$ cat src/rtl/mux_rr_arbiter.sv
// mux_rr_arbiter: round-robin 2:1 arbiter feeding one registered output slot.
// Define MUX_RR_ARBITER_STATS_EN to add saturating per-requester accept counters.
module mux_rr_arbiter #(
    parameter int DATA_W = 32
) (
    input  logic              clk_i,
    input  logic              rst_ni,
    input  logic              a_valid_i,
    input  logic [DATA_W-1:0] a_i,
    output logic              a_ready_o,
    input  logic              b_valid_i,
    input  logic [DATA_W-1:0] b_i,
    output logic              b_ready_o,
    output logic              y_valid_o,
    output logic [DATA_W-1:0] y,
    output logic              y_src_o,
    input  logic              y_ready_i
`ifdef MUX_RR_ARBITER_STATS_EN
    ,
    input  logic              cnt_clr_i,
    output logic [15:0]       a_cnt_o,
    output logic [15:0]       b_cnt_o
`endif
);
    typedef enum logic {EMPTY, FULL} state_t;
    state_t            r_state;
    logic [1:0]        r_rst_sync;
    logic              r_last_a;
    logic              r_src;
    logic [DATA_W-1:0] r_y;
    logic              w_rst_n;
    logic              w_load;
    logic              w_win_a;
    logic              w_acc;

    // reset release is synchronised; readies stay low until it propagates
    always_ff @(posedge clk_i or negedge rst_ni)
        if (!rst_ni) r_rst_sync <= 2'b00;
        else r_rst_sync <= {r_rst_sync[0], 1'b1};

    assign w_rst_n   = r_rst_sync[1];
    assign w_load    = w_rst_n & ((r_state == EMPTY) | y_ready_i);
    assign w_win_a   = a_valid_i & (~b_valid_i | ~r_last_a);
    assign a_ready_o = w_load & w_win_a;
    assign b_ready_o = w_load & b_valid_i & ~w_win_a;
    assign w_acc     = a_ready_o | b_ready_o;

    always_ff @(posedge clk_i or negedge rst_ni)
        if (!rst_ni) begin
            r_state  <= EMPTY;
            r_y      <= '0;
            r_src    <= 1'b0;
            r_last_a <= 1'b0;
        end else if (w_acc) begin
            r_state  <= FULL;
            r_y      <= w_win_a ? a_i : b_i;
            r_src    <= w_win_a;
            r_last_a <= w_win_a;
        end else if (y_ready_i) begin
            r_state  <= EMPTY;
        end

    assign y_valid_o = (r_state == FULL);
    assign y         = r_y;
    assign y_src_o   = r_src;

`ifdef MUX_RR_ARBITER_STATS_EN
    logic [15:0] r_a_cnt;
    logic [15:0] r_b_cnt;

    always_ff @(posedge clk_i or negedge rst_ni)
        if (!rst_ni) begin
            r_a_cnt <= '0;
            r_b_cnt <= '0;
        end else if (cnt_clr_i) begin
            r_a_cnt <= '0;
            r_b_cnt <= '0;
        end else begin
            if (a_ready_o && r_a_cnt != 16'hFFFF) r_a_cnt <= r_a_cnt + 16'd1;
            if (b_ready_o && r_b_cnt != 16'hFFFF) r_b_cnt <= r_b_cnt + 16'd1;
        end

    assign a_cnt_o = r_a_cnt;
    assign b_cnt_o = r_b_cnt;
`endif
endmodule
$ cat config.mk
export PLATFORM = sky130hd
export DESIGN_NAME = mux_rr_arbiter
export DESIGN_NICKNAME = d
export VERILOG_FILES = /design/src/rtl/mux_rr_arbiter.sv
export SDC_FILE = /design/constraint.sdc
export NUM_CORES = 1
export LEC_CHECK = 0
export CAP_MARGIN = 20
export CELL_PAD_IN_SITES_DETAIL_PLACEMENT = 0
export CELL_PAD_IN_SITES_GLOBAL_PLACEMENT = 1
export CORE_MARGIN = 4
export CORE_UTILIZATION = 29
export CTS_BUF_LIST = sky130_fd_sc_hd__clkbuf_8
export CTS_CLUSTER_SIZE = 40
export DETAILED_ROUTE_END_ITERATION = 16
export HOLD_SLACK_MARGIN = 0.06
export PLACE_DENSITY = 0.95
export SLEW_MARGIN = 20
export SYNTH_ARGS = -nofsm -noshare
export SYNTH_HDL_FRONTEND = slang
export SYNTH_SLANG_ARGS = --single-unit
$ cat constraint.sdc
create_clock -name clk_i -period 3.2 [get_ports clk_i]
set_input_delay 0.48 -clock clk_i [delete_from_list [all_inputs] [get_ports clk_i]]
set_output_delay 0.48 -clock clk_i [all_outputs]
set_load 0.01 [all_outputs]
==> results.rst <==
.. list-table::
   :header-rows: 1

   * - Metric
     - Value
   * - Area of the die
     - 7220 um2
   * - Floorplan die width
     - 85.0 um
   * - Initial cell density of the core
     - 0.305
   * - Tightest hold margin
     - 0.289 ns
   * - Setup crit end
     - a_ready_o
   * - # H-tree levels
     - 2
   * - Number of buffers inserted for hold repair after clock tree synthesis
     - 0
   * - Element type at the critical path end
     - output port
   * - All-layer global routing usage
     - 0.135
   * - Worst hold path class
     - input pin to async pin
   * - Clock transition at the register clock pins on the worst setup and hold paths after CTS
     - 0.07 ns
   * - Sum of routed wire length over all layers
     - 4740 um
   * - Worst VDD drop
     - 203 uV
   * - Post-synth net total
     - 253
   * - Ys Warns
     - 0
   * - R2R Path End
     - y[1]$_DFFE_PN0P_
   * - Clock insertion delay at the later pin of the skew report
     - 0.28 ns
   * - Largest fanout on the critical path
     - 6
   * - Skew final
     - 0.00299 ns
   * - Post-route antenna net violation count
     - 0
   * - Clock tree from TritonCTS
     - done
   * - TritonRoute pass-1 iters
     - 6
   * - IO Count
     - 105
   * - Die span in y
     - 85.0 um
   * - Flops & latches, synth
     - 36
   * - CTS max path bufs
     - 2
   * - Cell Area, Synth
     - 1720 um2
   * - Number of distinct library cells after synthesis
     - 14
   * - Mapped Avg Cell Area
     - 9.34 um2
   * - Post-cts repair resize count
     - 0
   * - Number of fillers in the final layout
     - 535
   * - Number of sinks handled by clock tree synthesis
     - 36
   * - Gate count of the mapped netlist
     - 184
   * - Crit path from
     - y_ready_i
   * - Reg-to-reg setup timing slack
     - 1.72 ns
   * - Number of global-route vias before repair
     - 1,682
   * - Via count
     - 1,643
   * - Global-route wire length before repair
     - 7890 um
   * - Number of max-cap violations
     - 0
   * - Clk root buf
     - sky130_fd_sc_hd__clkbuf_8
   * - Startpoint Class
     - input pin
   * - Critical register-to-register path startpoint
     - r_last_a$_DFFE_PN0P_
   * - Hold violation count in the final report
     - 0
   * - Data required, critical path
     - 2.72 ns
   * - Placement Cell Area
     - 2800 um2
   * - Inserted Clock Buffers
     - 5
   * - Number of design rule violations left after detail routing
     - 0
   * - Run status
     - complete, no violations
   * - Post-DR vias/cell
     - 4.55
   * - Fin. max-slew vios
     - 0
   * - Power density relative to cell area
     - 494 nW/um2
   * - Crit path kind
     - input pin to output port
   * - Sum of negative setup slack
     - 0 ns
   * - Standard-cell row count
     - 27
   * - Routed wire per std cell
     - 13.1 um
   * - Number of buffers inserted to repair setup after CTS
     - 0
   * - Maximum number of pins on one net before global-route repair
     - 37
   * - Leak Pwr
     - 1.52 nW
   * - Antenna fix cells
     - 0
   * - Share of the yosys chip area belonging to registers
     - 0.524
   * - Port Buffers
     - 104
   * - Total grt overflow
     - 0
   * - Core region area
     - 5640 um2
   * - Antenna violations before repair
     - 0
   * - Finish-stage setup viols
     - 0
   * - Post-layout instance area
     - 2890 um2
   * - Arr. time, crit path
     - 1.88 ns
   * - Syn-to-layout area delta
     - 68.4%
   * - Worst rel slew slack
     - 0.456
   * - Layout cell share with drive strength beyond 1
     - 0.0415
   * - Reg2reg path depth
     - 3
   * - Placed wire-length estimate after detailed placement
     - 3420 um
   * - Worst Tran Pin Value
     - 0.815 ns
   * - Fmax
     - 424 MHz
   * - Global placer's final weighted congestion
     - 0.754
   * - Count of routing violations after the opening detailed-route iteration
     - 175
   * - Final critical-path share of the clock period
     - 0.736
   * - NumNets Final
     - 357
   * - Setup repair after global routing missed its margin
     - false
   * - Final period demand of the worst path
     - 2.36 ns
## cell usage in the layout (no fill, tap or decap), drive strengths merged
cell	instances
and4	1
o2111a	1
conb	1
buf	4
inv	99
a222oi	32
a31oi	1
clkbuf	6
nand2b	1
nand2	2
a41oi	1
o211ai	1
clkdlybuf4s50	103
dfrtp	36
## through the flow
stage                     power (W)  cells   util  setup slack, ns
final                       0.00143    361  0.513            0.843
after CTS                   0.00146    361  0.513            0.831
after global placement      0.00111    353  0.497            0.847
after global routing        0.00152    361  0.513            0.782
after detailed placement    0.00112    353  0.497            0.843
after floorplan            0.000804    184      -             1.56
## Yosys cell counts
master,count,area (um2)
sky130_fd_sc_hd__clkbuf_1,4,15.0
sky130_fd_sc_hd__inv_1,97,364
sky130_fd_sc_hd__a31oi_1,1,6.26
sky130_fd_sc_hd__buf_6,3,33.8
sky130_fd_sc_hd__buf_2,3,15.0
sky130_fd_sc_hd__nand2b_4,1,13.8
sky130_fd_sc_hd__nand2_1,2,7.51
sky130_fd_sc_hd__o2111a_2,1,12.5
sky130_fd_sc_hd__dfrtp_1,36,901
sky130_fd_sc_hd__a222oi_1,32,320
sky130_fd_sc_hd__and4_1,1,8.76
sky130_fd_sc_hd__a41oi_1,1,8.76
sky130_fd_sc_hd__conb_1,1,3.75
sky130_fd_sc_hd__o211ai_1,1,7.51
## flip-flops by register name, summed over array words and instances (netlist names)
signal,cells
r_last_a,1
r_rst_sync,2
y,32
y_valid_o,1
## report_power, final
part	internal, W	switching (W)
Clock	0.000169	0.000153
Sequential	0.000549	0.0000502
Combinational	0.000310	0.000198
Total	0.00103	0.000401
## cell families (layout without fill, tap and decap cells)
family / Yosys count / in the layout / synth area share
AND/OR/NAND/NOR: 4 / 4 / 0.0175
flip-flops: 36 / 36 / 0.524
other: 1 / 1 / 0.00218
AO/OA/AOI/OAI: 36 / 36 / 0.207
buffers and inverters: 107 / 212 / 0.249
## critical path, cell delays in order
cell and delay (ns):
sky130_fd_sc_hd__clkdlybuf4s50_1 0.46, sky130_fd_sc_hd__nand2b_4 0.14, sky130_fd_sc_hd__and4_1 0.24, sky130_fd_sc_hd__clkdlybuf4s50_1 0.56
## per-layer routing
metal	vias up	wire length (um)	part of all wire	global-route usage
met5	-	0	0	0
met4	0	42	0.0089	0.0302
met3	5	515	0.11	0.0573
met2	73	2310	0.49	0.243
met1	771	1870	0.39	0.148
li1	794	-	-	-
## worst min-delay path by stage
stage | from | end | slack, ns
floorplan | rst_ni | r_last_a$_DFFE_PN0P_ | 0.18
global placement | r_rst_sync[0]$_DFF_PN0_ | r_rst_sync[1]$_DFF_PN0_ | 0.34
detailed placement | r_rst_sync[0]$_DFF_PN0_ | r_rst_sync[1]$_DFF_PN0_ | 0.36
CTS | rst_ni | y[10]$_DFFE_PN0P_ | 0.33
global route | rst_ni | y[15]$_DFFE_PN0P_ | 0.36
finish | rst_ni | y[12]$_DFFE_PN0P_ | 0.29
## cell type report
class	count	area (um2)	area share
tap	72	90.1	0.0311
clock inverter	2	7.51	0.00260
clock buffer	6	82.6	0.0285
sequential	36	901	0.311
timing repair buffer	107	1060	0.366
multi-input combinational	41	389	0.135
inverter	97	364	0.126
No activity file was read; power rests on OpenSTA's default activity.
